$ cat src/rtl/detonator_pkg.sv
// Shared definitions for the detonator session controller: state encoding,
// keypad idle pattern and keypad decode helpers.
package detonator_pkg;

  localparam logic [2:0] ST_IDLE    = 3'd0;
  localparam logic [2:0] ST_ARMED   = 3'd1;
  localparam logic [2:0] ST_ENTRY   = 3'd2;
  localparam logic [2:0] ST_VERIFY  = 3'd3;
  localparam logic [2:0] ST_GRANTED = 3'd4;
  localparam logic [2:0] ST_FIRING  = 3'd5;
  localparam logic [2:0] ST_ERROR   = 3'd6;
  localparam logic [2:0] ST_LOCKOUT = 3'd7;

  localparam logic [9:0] ALL_UP = 10'h3FF;

  function automatic logic is_onehot(input logic [9:0] vec);
    logic [3:0] ones;
    ones = '0;
    for (int i = 0; i < 10; i++) ones = ones + {3'd0, vec[i]};
    return ones == 4'd1;
  endfunction

  function automatic logic [3:0] onehot_to_bcd(input logic [9:0] onehot);
    logic [3:0] bcd;
    bcd = '0;
    for (int i = 0; i < 10; i++) begin
      if (onehot[i]) bcd = 4'(i);
    end
    return bcd;
  endfunction

endpackage

$ cat src/rtl/detonator_session_ctrl_keypad_edge_decoder.sv
// Turns raw active-low keypad levels into one digit event per clean press:
// idle (all keys up) followed by exactly one key down.
module keypad_edge_decoder
  import detonator_pkg::*;
(
  input  logic       clk,
  input  logic       rst,
  input  logic [9:0] key_n,
  output logic [3:0] digit,
  output logic       digit_vld
);

  logic [9:0] key_p0;
  logic [9:0] key_p1;
  logic       press;

  // A press only counts when the previous sample was fully idle, so holds
  // never repeat and multi-key chords must return to idle before re-arming.
  assign press = (key_p1 == ALL_UP) && is_onehot(~key_p0);

  always_ff @(posedge clk or posedge rst) begin
    if (rst) begin
      key_p0    <= ALL_UP;
      key_p1    <= ALL_UP;
      digit     <= '0;
      digit_vld <= 1'b0;
    end else begin
      key_p0    <= key_n;
      key_p1    <= key_p0;
      digit_vld <= press;
      if (press) digit <= onehot_to_bcd(~key_p0);
    end
  end

endmodule

$ cat src/rtl/detonator_session_ctrl.sv
// Detonator session sequencer: code entry, verify, retry lockout and fire window.
// Optional key click on the buzzer when SESSION_KEY_BEEP_EN is defined.
module detonator_session_ctrl
  import detonator_pkg::*;
#(
  parameter int CODE_LEN      = 4,
  parameter int MAX_TRIES     = 3,
  parameter int ENTRY_TIMEOUT = 1000,
  parameter int LOCKOUT_CYC   = 5000,
  parameter int FIRE_WINDOW   = 2000,
  parameter int CNT_W         = 16
) (
  input  logic                  clk,
  input  logic                  rst,
  input  logic [9:0]            key_n,
  input  logic                  ready,
  input  logic                  wait_t,
  input  logic                  sure,
  input  logic                  fire,
  input  logic                  setup,
  input  logic [4*CODE_LEN-1:0] code_ref,
  output logic [3:0]            digit,
  output logic                  digit_vld,
  output logic [2:0]            state_o,
  output logic [3:0]            tries_left,
  output logic                  lt,
  output logic                  bt,
  output logic                  rt,
  output logic                  lb
);

  localparam int               CODE_W     = 4 * CODE_LEN;
  localparam logic [3:0]       CODE_LEN_C = 4'(CODE_LEN);
  localparam logic [3:0]       MAX_T      = 4'(MAX_TRIES);
  localparam logic [CNT_W-1:0] ENTRY_LIM  = CNT_W'(ENTRY_TIMEOUT - 1);
  localparam logic [CNT_W-1:0] FIRE_LIM   = CNT_W'(FIRE_WINDOW - 1);
  localparam logic [CNT_W-1:0] LOCK_LIM   = CNT_W'(LOCKOUT_CYC - 1);

  logic [2:0]        state, state_next;
  logic [CODE_W-1:0] code, code_next;
  logic [3:0]        count, count_next;
  logic [3:0]        fail_cnt, fail_next;
  logic [CNT_W-1:0]  timer, timer_next;
  logic              timer_restart;
  logic              lt_next, bt_next, rt_next, lb_next;
  logic              click;

  keypad_edge_decoder u_keys (
    .clk       (clk),
    .rst       (rst),
    .key_n     (key_n),
    .digit     (digit),
    .digit_vld (digit_vld)
  );

  assign state_o    = state;
  assign tries_left = MAX_T - fail_cnt;

  always_ff @(posedge clk or posedge rst) begin
    if (rst) begin
      state    <= ST_IDLE;
      code     <= '0;
      count    <= '0;
      fail_cnt <= '0;
      timer    <= '0;
      lt       <= 1'b0;
      bt       <= 1'b0;
      rt       <= 1'b0;
      lb       <= 1'b0;
    end else begin
      state    <= state_next;
      code     <= code_next;
      count    <= count_next;
      fail_cnt <= fail_next;
      timer    <= timer_next;
      lt       <= lt_next;
      bt       <= bt_next;
      rt       <= rt_next;
      lb       <= lb_next;
    end
  end

  // Each state's branches follow fire > sure > wait_t > digit precedence.
  always_comb begin
    state_next    = state;
    code_next     = code;
    count_next    = count;
    fail_next     = fail_cnt;
    timer_restart = 1'b0;
    case (state)
      ST_IDLE: begin
        if (fire)       state_next = ST_ERROR;
        else if (ready) state_next = ST_ARMED;
      end
      ST_ARMED: begin
        if (fire || sure) state_next = ST_ERROR;
        else if (wait_t)  state_next = ST_IDLE;
        else if (digit_vld) begin
          state_next = ST_ENTRY;
          code_next  = CODE_W'(digit);
          count_next = 4'd1;
        end
      end
      ST_ENTRY: begin
        if (sure) begin
          state_next = (count == CODE_LEN_C) ? ST_VERIFY : ST_ERROR;
        end else if (wait_t) begin
          state_next = ST_IDLE;
        end else if (digit_vld) begin
          if (count == CODE_LEN_C) begin
            state_next = ST_ERROR;
          end else begin
            code_next     = CODE_W'({code, digit});
            count_next    = count + 4'd1;
            timer_restart = 1'b1;
          end
        end else if (timer == ENTRY_LIM) begin
          state_next = ST_ERROR;
        end
      end
      ST_VERIFY: begin
        if (code == code_ref) begin
          state_next = ST_GRANTED;
          fail_next  = '0;
        end else begin
          state_next = ST_ERROR;
          fail_next  = (fail_cnt == MAX_T) ? fail_cnt : fail_cnt + 4'd1;
        end
      end
      ST_GRANTED: begin
        if (fire)                   state_next = ST_FIRING;
        else if (timer == FIRE_LIM) state_next = ST_IDLE;
      end
      ST_FIRING: state_next = ST_IDLE;
      ST_ERROR: begin
        if (fail_cnt == MAX_T) state_next = ST_LOCKOUT;
        else if (setup)        state_next = ST_IDLE;
      end
      ST_LOCKOUT: begin
        if (timer == LOCK_LIM) begin
          state_next = ST_IDLE;
          fail_next  = '0;
        end
      end
      default: state_next = ST_IDLE;
    endcase

    if ((state_next != state) && ((state_next == ST_IDLE) || (state_next == ST_ERROR))) begin
      code_next  = '0;
      count_next = '0;
    end

    timer_next = ((state_next != state) || timer_restart) ? '0 : timer + 1'b1;
  end

`ifdef SESSION_KEY_BEEP_EN
  logic [2:0] click_cnt, click_next;

  always_comb begin
    if (digit_vld)              click_next = 3'd4;
    else if (click_cnt != 3'd0) click_next = click_cnt - 3'd1;
    else                        click_next = 3'd0;
  end

  always_ff @(posedge clk or posedge rst) begin
    if (rst) click_cnt <= '0;
    else     click_cnt <= click_next;
  end

  assign click = (click_next != 3'd0);
`else
  assign click = 1'b0;
`endif

  // Lamps are decoded from the next state so the registered lamps line up
  // with the registered state.
  always_comb begin
    lt_next = (state_next == ST_GRANTED);
    bt_next = (state_next == ST_FIRING);
    rt_next = (state_next == ST_ERROR) || (state_next == ST_LOCKOUT);
    lb_next = rt_next || click;
  end

endmodule

$ cat config.mk
export PLATFORM = sky130hd
export DESIGN_NAME = detonator_session_ctrl
export DESIGN_NICKNAME = d
export VERILOG_FILES = /design/src/rtl/detonator_pkg.sv /design/src/rtl/detonator_session_ctrl_keypad_edge_decoder.sv /design/src/rtl/detonator_session_ctrl.sv
export SDC_FILE = /design/constraint.sdc
export NUM_CORES = 1
export LEC_CHECK = 0
export CAP_MARGIN = 20
export CORE_MARGIN = 1.5
export CORE_UTILIZATION = 50
export CTS_CLUSTER_DIAMETER = 60
export DETAILED_ROUTE_END_ITERATION = 6
export HOLD_SLACK_MARGIN = 0.06
export PLACE_DENSITY_LB_ADDON = 0.15
export SETUP_SLACK_MARGIN = 0.2
export SYNTH_ARGS = -nofsm -noshare
export SYNTH_HDL_FRONTEND = slang
export SYNTH_HIERARCHICAL = 1
export SYNTH_SLANG_ARGS = --single-unit
$ cat constraint.sdc
create_clock -name clk -period 12.05 [get_ports clk]
set_input_delay 1.8075 -clock clk [delete_from_list [all_inputs] [get_ports clk]]
set_output_delay 1.8075 -clock clk [all_outputs]
set_load 0.005 [all_outputs]
==> metrics.txt <==
outcome completed; fin crit period about 4.4 ns; vias approximately 3000; GRT overflow 0; layout cell share with drive strength beyond 1 0.191; pin count of the biggest net entering global routing between 40 and 50; Fmax achieved roughly 230 MHz; share of the synthesized area in the top cell type 0.324; Critical Path Fanout Max 7; largest family of logic cells by synthesized area simple AND/OR/NAND/NOR gates; Site Rows 32; Worst Setup Start Kind flop; CTS Buffer Depth 2; worst hold slack around 0.37 ns; I/O Buffers 48; Post-synth EDFFs 0; Power Density approximately 170 nW/um2; Iter 0 DRT Violations 84; Vias/cell around 5.4; area leader, netlist dfrtp_1; post-DP HPWL ~5400 um; die area 8410 um2; mux cell area share after synthesis 0.0114; pin slew with the least headroom to its limit between 1 and 1.5 ns; register bit total from synthesis 71; Yosys cell types 58; post-route ant nets 0; multi-input combinational cell area approximately 1900 um2; GR Util All Layers 0.200; # DRC 0; Die Wd between 90 and 100 um; static leakage power around 1.9 nW; I/O pins between 40 and 50; post-synthesis compound-gate area fraction 0.139; Filler cells 671; WL/cell roughly 14 um; core area slightly below 8000 um2; CTS H-Tree Depth 3; setup TNS 0 ns; post-synthesis xor/xnor area fraction 0.0645; first-pass GRT wire length around 13000 um; Ant. Diodes 0; final WL around 7500 um; synthesized area roughly 4000 um2; Critical Path AT 4.60 ns; post-synthesis simple-gate area fraction 0.218; FF/Latch Area roughly 1800 um2; register clock-pin slew on the reported worst setup and hold paths about 0.080 ns; CTS tree done; area grow syn2layout 18.9%; most frequent cell after synthesis dfrtp_1; CTS Sinks between 70 and 80; setup violators final 0; placed cell areas 4460 um2; Synth warnings 6; reg2reg setup slack roughly 7.7 ns; Clk Latency, worst-skew pair roughly 0.35 ns; cts repair resizes 0; crit path cell chain inv_1, fa_1, inv_1, fa_1, inv_1, fa_1, ha_1, inv_1, fa_1, a2111o_1, a2111oi_4, mux2_2; max-slew violation count 0; asr flop ratio synth 1.00; crit path capture type flop; 1st-pass router iterations 4; Slowest-stage cell, CP dfstp_2; post-synthesis adder-cell area fraction 0.0528; post-synthesis sequential area ratio 0.458; RSZ-0062 raised after global routing no; Final Hold Vio Count 0; hold_buf cts 0; Slew HR 0.318; post-CTS setup buffer count 0; CTS root buffer clkbuf_8; Cells after Synth approximately 390; CTS Buf Count 9; vias in the first global route about 2900; Req. time, crit path about 12 ns; initial antenna violation count 0; fin crit share 0.363; Area contributors post-synth dfrtp_1 32%, dfstp_2 13%, xnor2_1 5.1%; fin area 4680 um2; clk_skew ~0.011 ns; min-delay worst type reg2reg; max incr delay on CP just under 0.6 ns; Commonest cells post-synth 51 x dfrtp_1, 42 x nand2_1, 30 x inv_1; chip height 91.7 um; Worst VDD drop slightly below 0.1 mV; routability congestion estimate between 0.9 and 1; Final Util 0.609; WS Path Type reg2reg; ys flop type dfrtp_1; syn_area_per_cell around 10 um2; Post-layout nets around 480; max cap viols 0; initial core utilization 0.512; Synthesized Nets between 400 and 500
[worst max-delay path: cells and delay by family, from the launching register on]
kind                       cells  cell delay, ns
adders and majority gates      5            2.13
buffers and inverters          4            0.23
DFF                            1            0.59
AOI/OAI and AO/OA              2            0.90
muxes                          1            0.39
[cell type report]
cell class / instances / area share
flip-flops and latches: 71 / 0.385
multi-input cells: 267 / 0.408
inverters: 30 / 0.0241
repair buffers: 51 / 0.107
clock inverters: 5 / 0.0110
well taps: 102 / 0.0273
clock buffers: 11 / 0.0371
[worst paths after layout]
kind / start / endpoint / depth (start not counted)
worst max-delay path: u_keys/key_p0[4] / u_keys/digit[1] / 12
worst min-delay path: u_keys/key_p0[0] / u_keys/key_p1[0] / 0
worst max register to register: u_keys/key_p0[4] / u_keys/digit[1] / 12
worst min register to register: u_keys/key_p0[0] / u_keys/key_p1[0] / 0
max in group asynchronous: rst / u_keys/digit_vld / 2
min in group asynchronous: rst / timer[10] / 3
[layout by cell type, fill, tap and decap left out, types with 3 or more instances in the layout]
cell type,count
clkbuf_8,9
a21oi_2,18
and3_1,6
inv_8,3
nand2_1,42
o21ai_0,12
nand3_1,23
dfstp_2,20
dfrtp_1,51
nand2b_1,4
xor2_1,6
inv_1,29
nor2_4,9
a31oi_1,4
fa_1,6
buf_4,3
o31ai_1,3
nor4_1,4
xnor2_1,23
clkdlybuf4s50_1,48
nor3_1,7
nand4_1,9
nor2_2,3
a21oi_1,7
ha_1,7
nor2b_1,5
or3_1,7
nor2_1,21
[per-layer routing]
metal	GRT usage	up-vias	share of wire
met1	0.275	1410	0.47
li1	-	1417	-
met4	0.0782	0	0.012
met2	0.314	80	0.48
met3	0.0373	9	0.042
met5	0	-	0
[metrics by stage]
stage | instances | worst slack [ns] | power [mW]
finish | 537 | 7.68 | 0.793
global placement | 521 | 7.56 | 0.590
global route | 537 | 7.49 | 0.846
detailed placement | 521 | 7.39 | 0.593
floorplan | 385 | 7.93 | 0.535
CTS | 537 | 7.68 | 0.801
[report_power, final]
group	switching (mW)	internal (mW)	leakage, nW	total (mW)
clock	0.0989	0.105	0.116	0.204
combinational	0.179	0.116	0.835	0.295
sequential	0.0329	0.260	0.911	0.293
total	0.311	0.481	1.86	0.793
[sequential cells by signal, summed over array words and instances, names as in the netlist]
signal	flops
timer	16
code	16
u_keys/digit	4
lt	1
u_keys/key_p0	10
count	4
u_keys/key_p1	10
fail_cnt	4
lb	1
u_keys/digit_vld	1
state_o	3
bt	1
[kinds of logic (layout without fill, tap and decap cells)]
family | Yosys count | in the layout
compound gates | 67 | 67
simple gates | 155 | 155
fa+ha+maj | 13 | 13
buf+inv | 47 | 97
xor+xnor | 29 | 29
flops | 71 | 71
mux | 3 | 3
No activity file was read; power rests on OpenSTA's default activity.
